**config.mk**
```make
export PLATFORM = sky130hd
export DESIGN_NAME = clock_ui_controller_flat
export DESIGN_NICKNAME = d
export VERILOG_FILES = /design/src/rtl/clock_ui_controller_if.sv /design/src/rtl/clock_ui_controller.sv /design/src/flat_wrapper.sv
export SDC_FILE = /design/constraint.sdc
export NUM_CORES = 1
export LEC_CHECK = 0
export CAP_MARGIN = 25
export CORE_MARGIN = 2
export CORE_UTILIZATION = 66
export DETAILED_ROUTE_END_ITERATION = 10
export PLACE_DENSITY_LB_ADDON = 0.15
export SLEW_MARGIN = 20
export SYNTH_ARGS = -nofsm -noshare
export SYNTH_HDL_FRONTEND = slang
export SYNTH_SLANG_ARGS = --single-unit
export TNS_END_PERCENT = 10
```
**constraint.sdc**
```tcl
create_clock -name clk -period 4.35 [get_ports clk]
set_input_delay 1.0875 -clock clk [delete_from_list [all_inputs] [get_ports clk]]
set_output_delay 1.0875 -clock clk [all_outputs]
set_load 0.1 [all_outputs]
```
**src/rtl/clock_ui_controller_if.sv**
```systemverilog
`default_nettype none
// ============================================================================
//  Module   : clock_ui_controller_if
//  Brief    : Board-side bundle of the front-panel controller (raw buttons,
//             clock-core events in; mode/select/strobe/enables/buzzer out).
//  Revision : 1.0 - initial release
// ============================================================================
interface clock_ui_controller_if;
    logic       btn_c;
    logic       btn_u;
    logic       btn_l;
    logic       btn_r;
    logic       btn_d;
    logic       alarm_out;
    logic       timer_out;
    logic [1:0] mode;
    logic [1:0] select;
    logic       increment;
    logic       alarm_enable;
    logic       timer_enable;
    logic       aud_pwm;
    logic       ringing;

    modport master (
        input  btn_c, btn_u, btn_l, btn_r, btn_d, alarm_out, timer_out,
        output mode, select, increment, alarm_enable, timer_enable, aud_pwm, ringing
    );

    modport slave (
        output btn_c, btn_u, btn_l, btn_r, btn_d, alarm_out, timer_out,
        input  mode, select, increment, alarm_enable, timer_enable, aud_pwm, ringing
    );
endinterface
`default_nettype wire

```
**src/rtl/clock_ui_controller.sv**
```systemverilog
`default_nettype none
// ============================================================================
//  Module   : clock_ui_controller
//  Brief    : Debounced front-panel control and buzzer scheduling for the
//             DigitalClock core. Define CLOCK_UI_AUTO_REPEAT_EN to enable
//             increment auto-repeat while btn_u is held.
//  Revision : 1.0 - initial release
// ============================================================================
module clock_ui_controller #(
    parameter int CLK_FREQ        = 100_000_000,
    parameter int DEBOUNCE_MS     = 10,
    parameter int REPEAT_DELAY_MS = 500,
    parameter int REPEAT_RATE_MS  = 100,
    parameter int TONE_HZ         = 1500,
    parameter int RING_TIMEOUT_S  = 60
) (
    input  logic                  clk,
    input  logic                  reset,
    clock_ui_controller_if.master ui_bus
);

    localparam longint c_DEB_N   = longint'(DEBOUNCE_MS) * longint'(CLK_FREQ) / 1000;
    localparam int     c_DEB_W   = (c_DEB_N > 1) ? $clog2(c_DEB_N) : 1;
    localparam int     c_HALF    = CLK_FREQ / (2 * TONE_HZ);
    localparam int     c_TONE_W  = (c_HALF > 1) ? $clog2(c_HALF) : 1;
    localparam longint c_TOUT    = longint'(RING_TIMEOUT_S) * longint'(CLK_FREQ);
    localparam int     c_TOUT_W  = (c_TOUT > 1) ? $clog2(c_TOUT) : 1;
    localparam int     c_BTN_D   = 0;
    localparam int     c_BTN_R   = 1;
    localparam int     c_BTN_L   = 2;
    localparam int     c_BTN_U   = 3;
    localparam int     c_BTN_C   = 4;
    localparam logic [1:0] c_SEL_NONE = 2'd0;
    localparam logic [1:0] c_SEL_SEC  = 2'd1;

    typedef enum logic [1:0] {MODE_CLOCK = 2'd0, MODE_TIMER = 2'd1, MODE_ALARM = 2'd2} mode_t;
    typedef enum logic [1:0] {RING_IDLE  = 2'd0, RING_ALARM = 2'd1, RING_TIMER = 2'd2} ring_t;

    generate
        if (DEBOUNCE_MS < 1 || TONE_HZ < 1 || REPEAT_DELAY_MS < 1 || REPEAT_RATE_MS < 1 ||
            RING_TIMEOUT_S < 1) begin : g_cfg_check
            $error("clock_ui_controller: timing parameters must be positive");
        end
    endgenerate

    logic [4:0] w_btn_raw;
    logic [4:0] r_sync1;
    logic [4:0] r_sync2;
    logic [4:0] w_deb;
    logic [4:0] r_deb_q;
    logic [4:0] w_press;

    assign w_btn_raw = {ui_bus.btn_c, ui_bus.btn_u, ui_bus.btn_l, ui_bus.btn_r, ui_bus.btn_d};
    assign w_press   = w_deb & ~r_deb_q;

    always_ff @(posedge clk) begin
        if (reset) begin
            r_sync1 <= '0;
            r_sync2 <= '0;
            r_deb_q <= '0;
        end else begin
            r_sync1 <= w_btn_raw;
            r_sync2 <= r_sync1;
            r_deb_q <= w_deb;
        end
    end

    // Any cycle where the synchronized level agrees with the accepted one restarts the count.
    generate
        for (genvar gi = 0; gi < 5; gi++) begin : g_btn
            logic [c_DEB_W-1:0] r_cnt;
            logic               r_deb;
            always_ff @(posedge clk) begin
                if (reset) begin
                    r_cnt <= '0;
                    r_deb <= 1'b0;
                end else if (r_sync2[gi] != r_deb) begin
                    if (r_cnt == c_DEB_W'(c_DEB_N - 1)) begin
                        r_deb <= r_sync2[gi];
                        r_cnt <= '0;
                    end else begin
                        r_cnt <= r_cnt + c_DEB_W'(1);
                    end
                end else begin
                    r_cnt <= '0;
                end
            end
            assign w_deb[gi] = r_deb;
        end
    endgenerate

    ring_t                r_ring, w_ring_nxt;
    mode_t                r_mode, w_mode_nxt;
    logic [1:0]           r_select, w_select_nxt;
    logic                 r_alarm_en, w_alarm_en_nxt;
    logic                 r_timer_en, w_timer_en_nxt;
    logic                 r_increment, w_inc_nxt;
    logic                 r_alarm_armed;
    logic                 r_timer_armed;
    logic [c_TONE_W-1:0]  r_tone_cnt;
    logic                 r_pwm;
    logic [c_TOUT_W-1:0]  r_ring_cnt;
    logic                 w_timeout;
    logic                 w_repeat;

    assign w_timeout = (r_ring_cnt == c_TOUT_W'(c_TOUT - 1));

`ifdef CLOCK_UI_AUTO_REPEAT_EN
    localparam longint c_REP_DLY  = longint'(REPEAT_DELAY_MS) * longint'(CLK_FREQ) / 1000;
    localparam longint c_REP_RATE = longint'(REPEAT_RATE_MS) * longint'(CLK_FREQ) / 1000;
    localparam longint c_REP_MAX  = (c_REP_DLY > c_REP_RATE) ? c_REP_DLY : c_REP_RATE;
    localparam int     c_REP_W    = $clog2(c_REP_MAX + 1);

    logic [c_REP_W-1:0] r_rep_cnt;
    logic               r_rep_fast;

    // Counter holds the hold offset since the last pulse; first gap is the delay, then the rate.
    assign w_repeat = w_deb[c_BTN_U] && (r_ring == RING_IDLE) &&
                      (r_rep_cnt == (r_rep_fast ? c_REP_W'(c_REP_RATE) : c_REP_W'(c_REP_DLY)));

    always_ff @(posedge clk) begin
        if (reset || !w_deb[c_BTN_U] || r_ring != RING_IDLE) begin
            r_rep_cnt  <= '0;
            r_rep_fast <= 1'b0;
        end else if (w_repeat) begin
            r_rep_cnt  <= c_REP_W'(1);
            r_rep_fast <= 1'b1;
        end else begin
            r_rep_cnt  <= r_rep_cnt + c_REP_W'(1);
        end
    end
`else
    assign w_repeat = 1'b0;
`endif

    always_comb begin
        w_ring_nxt     = r_ring;
        w_mode_nxt     = r_mode;
        w_select_nxt   = r_select;
        w_alarm_en_nxt = r_alarm_en;
        w_timer_en_nxt = r_timer_en;
        w_inc_nxt      = 1'b0;
        case (r_ring)
            RING_IDLE: begin
                if (ui_bus.alarm_out && r_alarm_armed) begin
                    w_ring_nxt   = RING_ALARM;
                    w_mode_nxt   = MODE_ALARM;
                    w_select_nxt = c_SEL_NONE;
                end else if (ui_bus.timer_out && r_timer_armed) begin
                    w_ring_nxt   = RING_TIMER;
                    w_mode_nxt   = MODE_TIMER;
                    w_select_nxt = c_SEL_NONE;
                end else begin
                    if (w_press[c_BTN_D]) w_select_nxt = r_select + 2'd1;
                    if (w_press[c_BTN_R]) begin
                        case (r_mode)
                            MODE_CLOCK: begin w_mode_nxt = MODE_TIMER; w_select_nxt = c_SEL_SEC;  end
                            MODE_TIMER: begin w_mode_nxt = MODE_ALARM; w_select_nxt = c_SEL_SEC;  end
                            default:    begin w_mode_nxt = MODE_CLOCK; w_select_nxt = c_SEL_NONE; end
                        endcase
                    end
                    if (w_press[c_BTN_C] && r_mode == MODE_TIMER) w_timer_en_nxt = ~r_timer_en;
                    if (w_press[c_BTN_L]) w_alarm_en_nxt = ~r_alarm_en;
                    w_inc_nxt = w_press[c_BTN_U] | w_repeat;
                end
            end
            default: begin
                if (|w_press) begin
                    w_ring_nxt = RING_IDLE;
                    if (r_ring == RING_TIMER) w_timer_en_nxt = 1'b0;
                end else if (w_timeout) begin
                    w_ring_nxt = RING_IDLE;
                end
            end
        endcase
    end

    always_ff @(posedge clk) begin
        if (reset) begin
            r_ring      <= RING_IDLE;
            r_mode      <= MODE_CLOCK;
            r_select    <= c_SEL_NONE;
            r_alarm_en  <= 1'b0;
            r_timer_en  <= 1'b0;
            r_increment <= 1'b0;
        end else begin
            r_ring      <= w_ring_nxt;
            r_mode      <= w_mode_nxt;
            r_select    <= w_select_nxt;
            r_alarm_en  <= w_alarm_en_nxt;
            r_timer_en  <= w_timer_en_nxt;
            r_increment <= w_inc_nxt;
        end
    end

    // A source stays disarmed after its ring ends until its event line is seen low.
    always_ff @(posedge clk) begin
        if (reset) begin
            r_alarm_armed <= 1'b1;
            r_timer_armed <= 1'b1;
        end else begin
            if (r_ring == RING_ALARM && w_ring_nxt == RING_IDLE) r_alarm_armed <= 1'b0;
            else if (!ui_bus.alarm_out)                        r_alarm_armed <= 1'b1;
            if (r_ring == RING_TIMER && w_ring_nxt == RING_IDLE) r_timer_armed <= 1'b0;
            else if (!ui_bus.timer_out)                        r_timer_armed <= 1'b1;
        end
    end

    always_ff @(posedge clk) begin
        if (reset || r_ring == RING_IDLE || w_ring_nxt == RING_IDLE) begin
            r_tone_cnt <= '0;
            r_pwm      <= 1'b0;
            r_ring_cnt <= '0;
        end else begin
            r_ring_cnt <= r_ring_cnt + c_TOUT_W'(1);
            if (r_tone_cnt == c_TONE_W'(c_HALF - 1)) begin
                r_tone_cnt <= '0;
                r_pwm      <= ~r_pwm;
            end else begin
                r_tone_cnt <= r_tone_cnt + c_TONE_W'(1);
            end
        end
    end

    assign ui_bus.mode         = r_mode;
    assign ui_bus.select       = r_select;
    assign ui_bus.increment    = r_increment;
    assign ui_bus.alarm_enable = r_alarm_en;
    assign ui_bus.timer_enable = r_timer_en;
    assign ui_bus.aud_pwm      = r_pwm;
    assign ui_bus.ringing      = (r_ring != RING_IDLE);

endmodule
`default_nettype wire

```
**src/flat_wrapper.sv**
```systemverilog
// flat-port wrapper written by rule: the top's interface ports become plain ports
module clock_ui_controller_flat 
#(
    parameter int CLK_FREQ        = 100_000_000,
    parameter int DEBOUNCE_MS     = 10,
    parameter int REPEAT_DELAY_MS = 500,
    parameter int REPEAT_RATE_MS  = 100,
    parameter int TONE_HZ         = 1500,
    parameter int RING_TIMEOUT_S  = 60
)
  (clk, reset, ui_bus_btn_c, ui_bus_btn_u, ui_bus_btn_l, ui_bus_btn_r, ui_bus_btn_d, ui_bus_alarm_out, ui_bus_timer_out, ui_bus_mode, ui_bus_select, ui_bus_increment, ui_bus_alarm_enable, ui_bus_timer_enable, ui_bus_aud_pwm, ui_bus_ringing);
  clock_ui_controller_if ui_bus_i ();
  input  logic clk;
  input  logic reset;
  input wire logic [$bits(ui_bus_i.btn_c)-1:0] ui_bus_btn_c;
  input wire logic [$bits(ui_bus_i.btn_u)-1:0] ui_bus_btn_u;
  input wire logic [$bits(ui_bus_i.btn_l)-1:0] ui_bus_btn_l;
  input wire logic [$bits(ui_bus_i.btn_r)-1:0] ui_bus_btn_r;
  input wire logic [$bits(ui_bus_i.btn_d)-1:0] ui_bus_btn_d;
  input wire logic [$bits(ui_bus_i.alarm_out)-1:0] ui_bus_alarm_out;
  input wire logic [$bits(ui_bus_i.timer_out)-1:0] ui_bus_timer_out;
  output wire logic [$bits(ui_bus_i.mode)-1:0] ui_bus_mode;
  output wire logic [$bits(ui_bus_i.select)-1:0] ui_bus_select;
  output wire logic [$bits(ui_bus_i.increment)-1:0] ui_bus_increment;
  output wire logic [$bits(ui_bus_i.alarm_enable)-1:0] ui_bus_alarm_enable;
  output wire logic [$bits(ui_bus_i.timer_enable)-1:0] ui_bus_timer_enable;
  output wire logic [$bits(ui_bus_i.aud_pwm)-1:0] ui_bus_aud_pwm;
  output wire logic [$bits(ui_bus_i.ringing)-1:0] ui_bus_ringing;
  assign ui_bus_i.btn_c = ui_bus_btn_c;
  assign ui_bus_i.btn_u = ui_bus_btn_u;
  assign ui_bus_i.btn_l = ui_bus_btn_l;
  assign ui_bus_i.btn_r = ui_bus_btn_r;
  assign ui_bus_i.btn_d = ui_bus_btn_d;
  assign ui_bus_i.alarm_out = ui_bus_alarm_out;
  assign ui_bus_i.timer_out = ui_bus_timer_out;
  assign ui_bus_mode = ui_bus_i.mode;
  assign ui_bus_select = ui_bus_i.select;
  assign ui_bus_increment = ui_bus_i.increment;
  assign ui_bus_alarm_enable = ui_bus_i.alarm_enable;
  assign ui_bus_timer_enable = ui_bus_i.timer_enable;
  assign ui_bus_aud_pwm = ui_bus_i.aud_pwm;
  assign ui_bus_ringing = ui_bus_i.ringing;
  clock_ui_controller #(.CLK_FREQ(CLK_FREQ), .DEBOUNCE_MS(DEBOUNCE_MS), .REPEAT_DELAY_MS(REPEAT_DELAY_MS), .REPEAT_RATE_MS(REPEAT_RATE_MS), .TONE_HZ(TONE_HZ), .RING_TIMEOUT_S(RING_TIMEOUT_S)) u_core (.clk(clk), .reset(reset), .ui_bus(ui_bus_i));
endmodule
```
After elaboration in Yosys (flattened, before gate mapping)
Index checks and enable logic that the tools add are counted.
{"block": "totals", "register_bits": 181, "wordCells": 122}
{"block": "classes", "n_addsub": 8, "n_eq_ne": 20, "n_mux": 24, "bitwise_logic": 13, "reduce_logical": 33}
{"operator": "$add 20x1->20 const B", "n": 5}
{"operator": "$eq 20x20->1 const B", "n": 5}
{"operator": "$add 33x1->33 const B", "n": 1}
{"operator": "$eq 33x33->1 const B", "n": 1}
{"operator": "$mux 2", "n": 12}
{"operator": "$add 16x1->16 const B", "n": 1}
{"operator": "$eq 16x16->1 const B", "n": 1}
{"operator": "$reduce_or 3->1", "n": 5}
{"operator": "$reduce_and 2->1", "n": 7}
{"operator": "$mux 1", "n": 11}
{"operator": "$not 1->1", "n": 11}
{"operator": "$logic_not 2->1", "n": 3}
{"operator": "$ne 2x1->1 const B", "n": 3}
{"operator": "$reduce_bool 2->1", "n": 3}
{"operator": "$and 5x5->5", "n": 1}
{"operator": "$logic_and 1x1->1", "n": 5}
{"operator": "$ne 1x1->1", "n": 5}
{"operator": "$not 5->5", "n": 1}
{"operator": "$reduce_and 5->1", "n": 1}
{"operator": "$reduce_or 5->1", "n": 1}
{"operator": "$eq 2x1->1 const B", "n": 2}
{"operator": "$ne 2x2->1 const B", "n": 2}
{"operator": "$pmux 2 s2", "n": 1}
{"operator": "$reduce_and 4->1", "n": 1}
{"operator": "7 further kinds", "n": 9}

Depth between registers and ports, before layout
{"block": "depth", "word_depth": 8, "ltp_mapped": 8, "mapped_depth_nobuf": 7}

Worst setup path before layout
OpenSTA, ideal clock, no wires.
{"block": "synth_path", "path_kind": "input-to-reg", "startpoint": "in reset", "endpoint": "reg u_core.r_tone_cnt[10]", "setup_time_ns": 0.062, "t_arrival_ns": 2.178, "slack_ns": 2.110, "stages": 6, "n_path_buf": 2, "path_cell_list": "clkbuf_1 > nand2b_1 > nor4_1 > nand2_2 > buf_8 > nor2_2"}
{"block": "synth_via", "elab_chain_len": 3}
{"element": "from (decl)", "line_no": "flat_wrapper.sv:14", "source": "input logic reset;"}
{"element": "$logic_or 1x1->1 (2 in series)", "line_no": "clock_ui_controller.sv:210", "source": "if (reset || r_ring == RING_IDLE || w_ring_nxt == RING_IDLE) begin"}
{"element": "$reduce_or 2->1 (no source line)"}
{"element": "to (signal assigned)", "line_no": "clock_ui_controller.sv:220", "source": "r_tone_cnt <= r_tone_cnt + c_TONE_W'(1);"}
{"element": "to (decl)", "line_no": "clock_ui_controller.sv:100", "source": "logic [c_TONE_W-1:0] r_tone_cnt;"}
Every way passes these cells.
A chain may end at the register's enable or synchronous reset.

Worst setup path in the final report
{"block": "layout_path", "startpoint": "reg u_core.r_ring[0]", "endpoint": "out ui_bus_ringing"}
{"block": "layout_via", "elab_chain_len": 1}
{"element": "from (decl)", "line_no": "clock_ui_controller.sv:92", "source": "ring_t r_ring, w_ring_nxt;"}
{"element": "from (signal assigned)", "line_no": "clock_ui_controller.sv:187", "source": "r_ring <= w_ring_nxt;"}
{"element": "$reduce_bool 2->1", "line_no": "clock_ui_controller.sv:231", "source": "assign ui_bus.ringing = (r_ring != RING_IDLE);"}
{"element": "to (decl)", "line_no": "flat_wrapper.sv:28", "source": "output wire logic [$bits(ui_bus_i.ringing)-1:0] ui_bus_ringing;"}
Every way passes these cells.

==> impl_metrics.csv <==
group,metric,value,unit
global_route,grt_pass1_vias,5668,
pwr,power,3.460,mW
run_status,run_status,"complete, no violations",
cells_and_area,nets,900,
global_route,grt_first_pass_wirelength,25.49,mm
place,dp.final_hpwl,9.783,mm
worst_hold_path,worstHoldPathType,"flip-flop to flip-flop",
cells_and_area,final_layout_size_suffix_gt1_frac,0.07031,
floorplan,io_pins,18,
sta,fin_setup_tns,0,ps
critical_path,crit_chain,"nor2_1, inv_1, clkdlybuf4s50_1",
critical_path,slowest_stage,"clkdlybuf4s50_1",
global_route,grt_use_met2,0.4016,
critical_path,required,3260,ps
place,gp_congestion,0.8024,
global_route,grt_start_max_net_pins,37,
pwr,internal-power,2.727,mW
cts,cts.sinks,181,
global_route,grt_usage,0.2433,
floorplan,die_x,112.8,um
cells_and_area,final_cell_mix,"dfxtp_1, nor2_1, xor2_1",
cts,htreeDepth,4,
floorplan,initial_core_util,0.6818,
global_route,grt-busiest-layer,"met2",
floorplan,num_rows,39,
sta,tightest_slew,1038,ps
detailed_routing,antenna_left,0,
pwr,p_leak,3.005,nW
cts,cts_hold_buf,0,
synth,synth-edff-count,0,
job,max_cap_violations,0,
cts,cts_resized,0,
cts,postCtsSetupRepairBufs,0,
cells_and_area,syn2layout_area_growth,11.30,%
sta,timing.final.crit_period,3357,ps
sta,fmax,297.9,MHz
floorplan,die_y,112.8,um
critical_path,max_stage_delay,1170,ps
sta,rsz0062_at_grt,"false",
cells_and_area,final_common_cell,"dfxtp_1",
floorplan,die_area,12730,um^2
critical_path,cp_data_arrival_time,2270,ps
critical_path,startpoint_type,"flip-flop",
worst_hold_path,min-delay-start,"u_core.r_sync1[1]",
floorplan,core,11470,um^2
synth,syn_inst,865,
pwr,p_sw,0.7330,mW
global_route,met3_usage,0.06588,
synth,synthFlopType,"dfxtp_1",
pwr,comb_power_share,0.033,
pwr,p_clk_frac,0.481,
synth,synth_fp_nets,882,
cts,cts_tree,"done",
sta,skew,5.568,ps
sta,final_max_slew_viol_count,0,
cts,path_clk_slew,70,ps
pwr,pwr-share-seq,0.486,
synth,synth_cell_type_count,49,
cts,worstSkewPairLatency,430,ps
critical_path,rr_startpoint,"u_core.g_btn[3].r_cnt[0]",
cts,cts_inserted_buffers,17,
pwr,p_sw_frac,0.2118,
synth,yosysWarnings,0,
detailed_routing,firstDrtPassIters,5,
critical_path,crit_start,"u_core.r_ring[0]",
sta,hold_viol,0,
sta,slew_headroom,0.3060,
synth,ys_seq_area_frac,0.4634,
synth,synthArstFlopShare,0,
detailed_routing,drtIter0Drc,488,
critical_path,crit_family,"buffers and inverters",
critical_path,path_class,"flip-flop to primary output",
sta,fin_crit_sh,0.7717,
synth,syn_avg_cell_area,9.039,um^2
cts,clk_path_buf_depth,2,
cts,root_buffer,"clkbuf_16",
detailed_routing,dr_total_vias,5916,
global_route,antenna_found_initial,0,
cells_and_area,antenna_cells,0,
synth,ys_ff_latch,181,
detailed_routing,remaining_drc_errors,0,
detailed_routing,drt_wl_total,14.49,mm
critical_path,cp_max_fo,7,
synth,syn_area,7819,um^2
critical_path,cp.buffers_inverters,2,
global_route,grtUsageMet1,0.2997,
place,numPortBuffers,17,
sta,setup_violations,0,
detailed_routing,viasPerCell,5.694,
pwr,vdd_drop_max,0.3828,mV
pwr,cellPowerDensity,397.6,nW/um^2
global_route,grt.overflow.total,0,
critical_path,end_kind,"primary output",
detailed_routing,wl_per_cell,13.95,um
[per-stage QoR]
step | std cells | instance area, um^2 | util | hold slack, ps | setup WS [ps]
5_1_grt | 1039 | 8702 | 0.7589 | 462.6 | 900.0
3_5_place_dp | 1007 | 8050 | 0.7020 | 428.1 | 1454
4_1_cts | 1039 | 8702 | 0.7589 | 446.1 | 986.2
3_3_place_gp | 1007 | 8050 | 0.7020 | 422.0 | 1491
2_1_floorplan | 865 | 7819 | - | 413.2 | 2111
6_report | 1039 | 8702 | 0.7589 | 441.4 | 993.3
[path summary, 6_finish.rpt]
path / cells past startpoint / slack, ps / endpoint
hold reg to reg: 1 / 440 / u_core.r_sync2[1]
setup / recovery: 3 / 990 / ui_bus_ringing
setup reg to reg: 6 / 2110 / u_core.g_btn[3].r_cnt[7]
hold / removal: 1 / 440 / u_core.r_sync2[1]
[state kept, by name, summed over array words and instances (netlist names), 2 cells and up]
| name | flops |
|---|---|
| u_core.ui_bus.mode | 2 |
| u_core.g_btn.r_cnt | 100 |
| u_core.r_tone_cnt | 16 |
| u_core.r_ring_cnt | 33 |
| u_core.r_sync1 | 5 |
| u_core.r_deb_q | 5 |
| u_core.ui_bus.select | 2 |
| u_core.r_ring | 2 |
| u_core.g_btn.r_deb | 5 |
| u_core.r_sync2 | 5 |
[Yosys cell counts, drive strengths merged, types with 2 or more instances]
library cell / instances / area, um^2
o21bai: 2 / 15.01
nand3: 69 / 345.3
or3: 6 / 42.54
xor2: 92 / 805.8
nor4: 18 / 163.9
nor2: 186 / 725.7
nor4b: 11 / 96.34
a31oi: 3 / 18.77
nand3b: 4 / 30.03
or2: 2 / 12.51
clkbuf: 6 / 22.52
xnor2: 50 / 437.9
nand2b: 9 / 56.30
ha: 8 / 100.1
nand2: 60 / 232.7
nor2b: 19 / 118.9
mux2i: 6 / 60.06
buf: 13 / 102.6
nand4b: 3 / 26.28
a21oi: 8 / 40.04
nand4: 31 / 224.0
inv: 15 / 56.30
and3: 26 / 165.1
and2: 3 / 18.77
and4: 10 / 87.58
nor3: 13 / 87.58
dfxtp: 181 / 3623
[power groups by stage]
stage | combinational [mW] | clock [mW] | sequential [mW]
4_1_cts | 0.113 | 1.69 | 1.68
6_report | 0.113 | 1.66 | 1.68
5_1_grt | 0.122 | 1.76 | 1.68
2_1_floorplan | 0.0712 | 0 | 1.74
3_5_place_dp | 0.113 | 0 | 1.72
3_3_place_gp | 0.111 | 0 | 1.72
[cell type report]
class	instances	area, um^2
clock buffers	17	425.4
well taps	143	178.9
inverters	15	56.30
repair buffers	18	177.7
flip-flops and latches	181	3623
multi-input cells	650	4014
clock inverters	15	226.5
fillers	802	2765
[layer usage]
metal	up-vias	part of all wire
li1	2958	-
met5	-	0
met4	0	0.029
met3	37	0.041
met2	127	0.48
met1	2794	0.45
[cell families (layout without fill, tap and decap cells)]
kind of cell / Yosys count / in the layout / share of synthesized area
AOI/OAI and AO/OA: 19 / 19 / 0.01520
xor gates and xnor gates: 142 / 142 / 0.1591
adders and majority gates: 8 / 8 / 0.01280
buffers and inverters: 34 / 65 / 0.02320
DFF: 181 / 181 / 0.4634
muxes: 6 / 6 / 0.007682
and+or+nand+nor: 475 / 475 / 0.3186
Power figures use the tool's default switching activity.
